[config.mk]
export PLATFORM = sky130hd
export DESIGN_NAME = gf180mcu_osu_sc_9t_clkbuf_divgate
export DESIGN_NICKNAME = d
export VERILOG_FILES = /design/src/rtl/gf180mcu_osu_sc_9t_clkbuf_divgate.sv
export SDC_FILE = /design/constraint.sdc
export NUM_CORES = 1
export LEC_CHECK = 0
export ABC_AREA = 1
export CORE_ASPECT_RATIO = 0.9
export CORE_UTILIZATION = 57
export CTS_BUF_LIST = sky130_fd_sc_hd__clkbuf_4 sky130_fd_sc_hd__clkbuf_8
export CTS_CLUSTER_DIAMETER = 80
export DETAILED_ROUTE_END_ITERATION = 8
export GPL_ROUTABILITY_DRIVEN = 0
export GPL_TIMING_DRIVEN = 0
export PLACE_DENSITY_LB_ADDON = 0.1
export SLEW_MARGIN = 20
export SYNTH_ARGS = -nofsm -noshare
export SYNTH_HDL_FRONTEND = slang
export SYNTH_SLANG_ARGS = --single-unit
[constraint.sdc]
create_clock -name CLK -period 3.5 [get_ports CLK]
set_clock_uncertainty 0.2 [all_clocks]
set_input_delay 0.7 -clock CLK [delete_from_list [all_inputs] [get_ports CLK]]
set_output_delay 0.7 -clock CLK [all_outputs]
set_load 0.01 [all_outputs]
[src/rtl/gf180mcu_osu_sc_9t_clkbuf_divgate.sv]
// ---------------------------------------------------------------------------
// gf180mcu_osu_sc_9t_clkbuf_divgate
//
// Multi-channel clock buffer for a clock-tree root. Each of the N channels
// drives its own output clock, which is one of:
//   - CLK passed through, gated glitch-free by a low-transparent latch
//     (bypass, DIV == 0), or
//   - CLK divided by P = DIV+1. The output is high for floor(P/2) cycles
//     and low for the rest (divide, DIV != 0).
// Run requests and divide ratios are taken only at a period boundary, so an
// output never produces a shortened or stretched pulse. When a channel
// switches between bypass and divide it first spends one CLK cycle idle.
// This keeps the output mux from switching while either of its inputs can
// be high.
//
// Parameters:
//   N    number of output clock channels (>= 1)
//   W    width of each per-channel divide field (P = 1 .. 2^W)
//
// Ports:
//   CLK  in   1    source clock
//   RN   in   1    asynchronous active-low reset
//   EN   in   N    per-channel run request, sampled on CLK rising edge
//   DIV  in   N*W  per-channel divide field, channel i uses DIV[i*W +: W]
//   Y    out  N    per-channel output clock
//   ACT  out  N    per-channel status, 1 while the channel is running
// ---------------------------------------------------------------------------
module gf180mcu_osu_sc_9t_clkbuf_divgate #(
  parameter int N = 4,
  parameter int W = 4
) (
  input  logic             CLK,
  input  logic             RN,
  input  logic [N-1:0]     EN,
  input  logic [N*W-1:0]   DIV,
  output logic [N-1:0]     Y,
  output logic [N-1:0]     ACT
);

  logic [W-1:0] cnt_q   [N];
  logic [W-1:0] cnt_d   [N];
  logic [W-1:0] ratio_q [N];
  logic [W-1:0] ratio_d [N];
  logic [N-1:0] run_q, run_d;
  logic [N-1:0] byp_q, byp_d;
  logic [N-1:0] y_q,   y_d;
  logic [N-1:0] g_lat;
  logic [N-1:0] bnd;
  logic [N-1:0] div_zero;

  // Length of the high phase, floor((ratio+1)/2), one bit wider so that
  // ratio = 2^W-1 does not overflow.
  function automatic logic [W:0] half_period(input logic [W-1:0] ratio);
    logic [W:0] p;
    p = {1'b0, ratio} + (W+1)'(1);
    return p >> 1;
  endfunction

  always_comb begin
    for (int i = 0; i < N; i++) begin
      cnt_d[i]   = cnt_q[i];
      ratio_d[i] = ratio_q[i];
    end
    run_d    = run_q;
    byp_d    = byp_q;
    y_d      = y_q;
    bnd      = '0;
    div_zero = '0;

    for (int i = 0; i < N; i++) begin
      div_zero[i] = (DIV[i*W +: W] == '0);
      // In bypass every edge closes a period. In divide mode cnt runs
      // 0..ratio, so the last cycle of the period is cnt == ratio.
      bnd[i] = byp_q[i] || (cnt_q[i] == ratio_q[i]);

      if (!run_q[i]) begin
        // Idle: sample the request every edge. A divide start raises y
        // right away, because the first high phase begins at this edge.
        run_d[i]   = EN[i];
        ratio_d[i] = DIV[i*W +: W];
        byp_d[i]   = div_zero[i];
        cnt_d[i]   = '0;
        y_d[i]     = EN[i] && !div_zero[i];
      end else if (bnd[i]) begin
        cnt_d[i] = '0;
        if (!EN[i] || (div_zero[i] != byp_q[i])) begin
          // Stop, or the mode is changing. Drop to idle for one cycle and
          // leave ratio/byp untouched. Idle reloads them on the next edge.
          run_d[i] = 1'b0;
          y_d[i]   = 1'b0;
        end else begin
          ratio_d[i] = DIV[i*W +: W];
          y_d[i]     = !byp_q[i];
        end
      end else begin
        cnt_d[i] = cnt_q[i] + W'(1);
        y_d[i]   = ({1'b0, cnt_d[i]} < half_period(ratio_q[i]));
      end
    end
  end

  always_ff @(posedge CLK or negedge RN) begin
    if (!RN) begin
      for (int i = 0; i < N; i++) begin
        cnt_q[i]   <= '0;
        ratio_q[i] <= '0;
      end
      run_q <= '0;
      byp_q <= '1;
      y_q   <= '0;
    end else begin
      for (int i = 0; i < N; i++) begin
        cnt_q[i]   <= cnt_d[i];
        ratio_q[i] <= ratio_d[i];
      end
      run_q <= run_d;
      byp_q <= byp_d;
      y_q   <= y_d;
    end
  end

  // Bypass gate. The latch is transparent while CLK is low, so it can only
  // change while the gated output is already low. Each output pulse is
  // therefore a whole CLK high phase. Reset clears it immediately.
  always_latch begin
    if (!RN) begin
      g_lat <= '0;
    end else if (!CLK) begin
      g_lat <= run_q;
    end
  end

  // byp_q changes only at a rising edge. Both mux inputs are low at a
  // mode-switch edge: the gate closed during the idle cycle and y_q is
  // still low. So the mux never switches between a high and a low input.
  always_comb begin
    for (int i = 0; i < N; i++) begin
      Y[i] = byp_q[i] ? (CLK & g_lat[i]) : y_q[i];
    end
  end

  assign ACT = run_q;

endmodule

==> flow_summary_export.csv <==
group,metric,value,unit
floorplanning,die_w,77.90,µm
floorplanning,die_area,5477,µm²
cells_and_area,drive_gt1_share,12.88,%
cells_and_area,mostFrequentLayoutCells,"130 x nand2_1, 62 x inv_1, 48 x nand3_1, 40 x dfrtp_1, 28 x nor2_1",
logic_synthesis,yosys_register_bits,48,
floorplanning,rows,24,
cts,cts_tree,"done",
logic_synthesis,avgSynthCellArea,7.370,µm²
placement,portBuffers,29,
critical_path,cp-start-kind,"latch",
cells_and_area,design_area,3709,µm²
placement,placed_area,3342,µm²
cells_and_area,syn_to_final_growth,25.49,%
floorplanning,start_util,60.01,%
critical_path,reg2regPathDepth,3,
outcome,failed_checks,"negative hold slack, negative setup slack",
placement,dp_slack,-76.13,ps
logic_synthesis,synthSimpleGateAreaFrac,34.17,%
critical_path,timing.rr.start,"ACT[3]",
timing,setup_viol,8,
power,p_leak,0.002039,µW
logic_synthesis,netlist_area,2955,µm²
critical_path,r2r_slack,710,ps
grt,grt_max_degree,28,
logic_synthesis,synth_cell_type_count,22,
min_path,whs_path_depth,1,
floorplanning,die_h,70.31,µm
placement,place_inst,496,
grt,grt_use_met2,43.07,%
logic_synthesis,syn-num-nets,443,
logic_synthesis,synthMuxAreaShare,0,%
cells_and_area,nets,498,
critical_path,critPathMaxFanout,1,
logic_synthesis,synth_top_family_by_area,"simple AND/OR/NAND/NOR gates",
grt,grt-ovfl-total,0,
critical_path,arrival,2940,ps
timing,worstMarginPinSlew,535.9,ps
min_path,hp-start,"RN",
timing,rsz0062_at_grt,"yes",
grt,track_usage,29.86,%
grt,grt_pass1_wl,11.36,mm
placement,hpwlAfterDp,4.140,mm
cts,clk_pin_slew,40,ps
critical_path,crit_type,"latch -> out",
logic_synthesis,synthAdderAreaFrac,8.467,%
drt,drc,0,
critical_path,critPathCaptureType,"output port",
outcome,run_status,"complete, but fails checks",
timing,report.final.slew_viol_count,0,
timing,hold_viol,18,
critical_path,crit_required,2600,ps
drt,via_per_inst,5.115,
cells_and_area,final_cells,523,
min_path,hold_class,"in -> gate",
cts,worstSkewPairLatency,530,ps
grt,use_met3,17.52,%
power,peakVddDrop,0.0005430,V
timing,postLayoutSetupSlackWorst,-341.9,ps
cells_and_area,antenna_cells,0,
grt,grt_pass1_vias,2782,
drt,post_drt_wl_per_cell,12.01,µm
logic_synthesis,yosysWarnings,0,
timing,worst_hold_slack,-1211,ps
cells_and_area,final_common_cell,"nand2_1",
drt,ant_nets,0,
drt,drt_iter0_drc,164,
logic_synthesis,synth_compound_area_share,2.964,%
cells_and_area,fin_util,75.30,%
grt,antenna_found_initial,0,
grt,grt_most_used_layer,"met2",
timing,fin_tns_setup,-1278,ps
floorplanning,ios,30,
cells_and_area,multi_input_area,1540,µm²
critical_path,r2r_end,"g_lat[3]",
logic_synthesis,netlist_instances,401,
grt,grt_use_met1,28.95,%
drt,wirelength,6.282,mm
cells_and_area,fill_cells,390,
power,power_density,996.1,nW/µm²
critical_path,critPathLaunch,"g_lat[2]",
cells_and_area,seq_area,1166,µm²
drt,first_pass_iters,4,
timing,max-slew-margin-rel,64.27,%
flow_run,drv_cap,0,
floorplanning,core,4925,µm²
logic_synthesis,synthXorXnorAreaFrac,5.927,%
drt,vias,2675,
==> through the flow <==
step / total power, µW / hold WS [ps]
floorplan: 2310 / -1250
global placement: 2672 / 299.6
detailed placement: 2749 / -951.3
CTS: 3703 / -1202
global route: 4116 / -1192
finish: 3694 / -1211
==> state kept, by name (all words and copies together) (netlist names) <==
register	flops
byp_q	4
ratio_q	16
ACT	4
cnt_q	16
g_lat	4
y_q	4
==> logic make-up (layout without fill, tap and decap cells) <==
group,after synthesis,count (layout)
DFF,44,44
adders and majority gates,20,20
AOI/OAI and AO/OA,15,15
xor gates and xnor gates,20,20
buffers and inverters,69,126
and+or+nand+nor,229,229
latches,4,4
==> power by group <==
group	total, µW	switching, µW	internal, µW	leakage, µW
Combinational	1660	963	697	0.00123
Clock	1010	355	657	0.000237
Sequential	1020	257	766	0.000571
==> final cells by class <==
class / count / share of cell area, %
multi-input cells: 284 / 41.53
repair buffers: 26 / 7.152
well taps: 65 / 2.193
clock inverters: 1 / 0.4723
flip-flops and latches: 48 / 31.44
inverters: 65 / 6.579
clock buffers: 30 / 10.02
plain buffers: 4 / 0.6073
==> cell usage after synthesis <==
cell	n	share of area, %
nand4_1	5	1.1
nor2_2	1	0.21
xor2_1	11	3.3
dfstp_2	4	3.6
inv_1	62	7.9
xnor2_1	9	2.7
dfrtp_1	40	34
o211ai_1	2	0.51
nand2_1	131	17
clkbuf_1	3	0.38
buf_6	1	0.38
inv_2	3	0.38
a21o_1	3	0.76
a21oi_1	6	1.0
nand3_4	3	1.8
ha_1	20	8.5
nand2_2	9	1.9
dlxtp_1	4	2.0
nor2_1	28	3.6
o21ai_0	4	0.68
nand2_4	1	0.38
nand3_1	51	8.6
==> how the worst max path moves through the flow <==
| stage | endpoint | slack (ps) |
|---|---|---|
| final | Y[2] | -340 |
| after detailed placement | Y[2] | -80 |
| after floorplan | Y[0] | 400 |
| after global routing | Y[3] | -420 |
| after CTS | Y[2] | -340 |
| after global placement | Y[1] | -1340 |
==> routing by layer <==
metal | routed length (µm) | share of wire (%)
met1 | 2688 | 43
met2 | 3114 | 50
met3 | 305 | 4.9
met4 | 174 | 2.8
met5 | 0 | 0
==> repair_timing <==
item,CTS,global route
pin swaps,2,3
hold endpoints to repair,18,18
setup endpoints to repair,8,8
resized for setup,17,4
buffers inserted,0,0
==> worst max-delay path: stages (launching register included) <==
cell     delay (ps)
dlxtp_1         340
nand3_2          90
nand2_1          60
buf_2           120
Power figures use the tool's default switching activity.
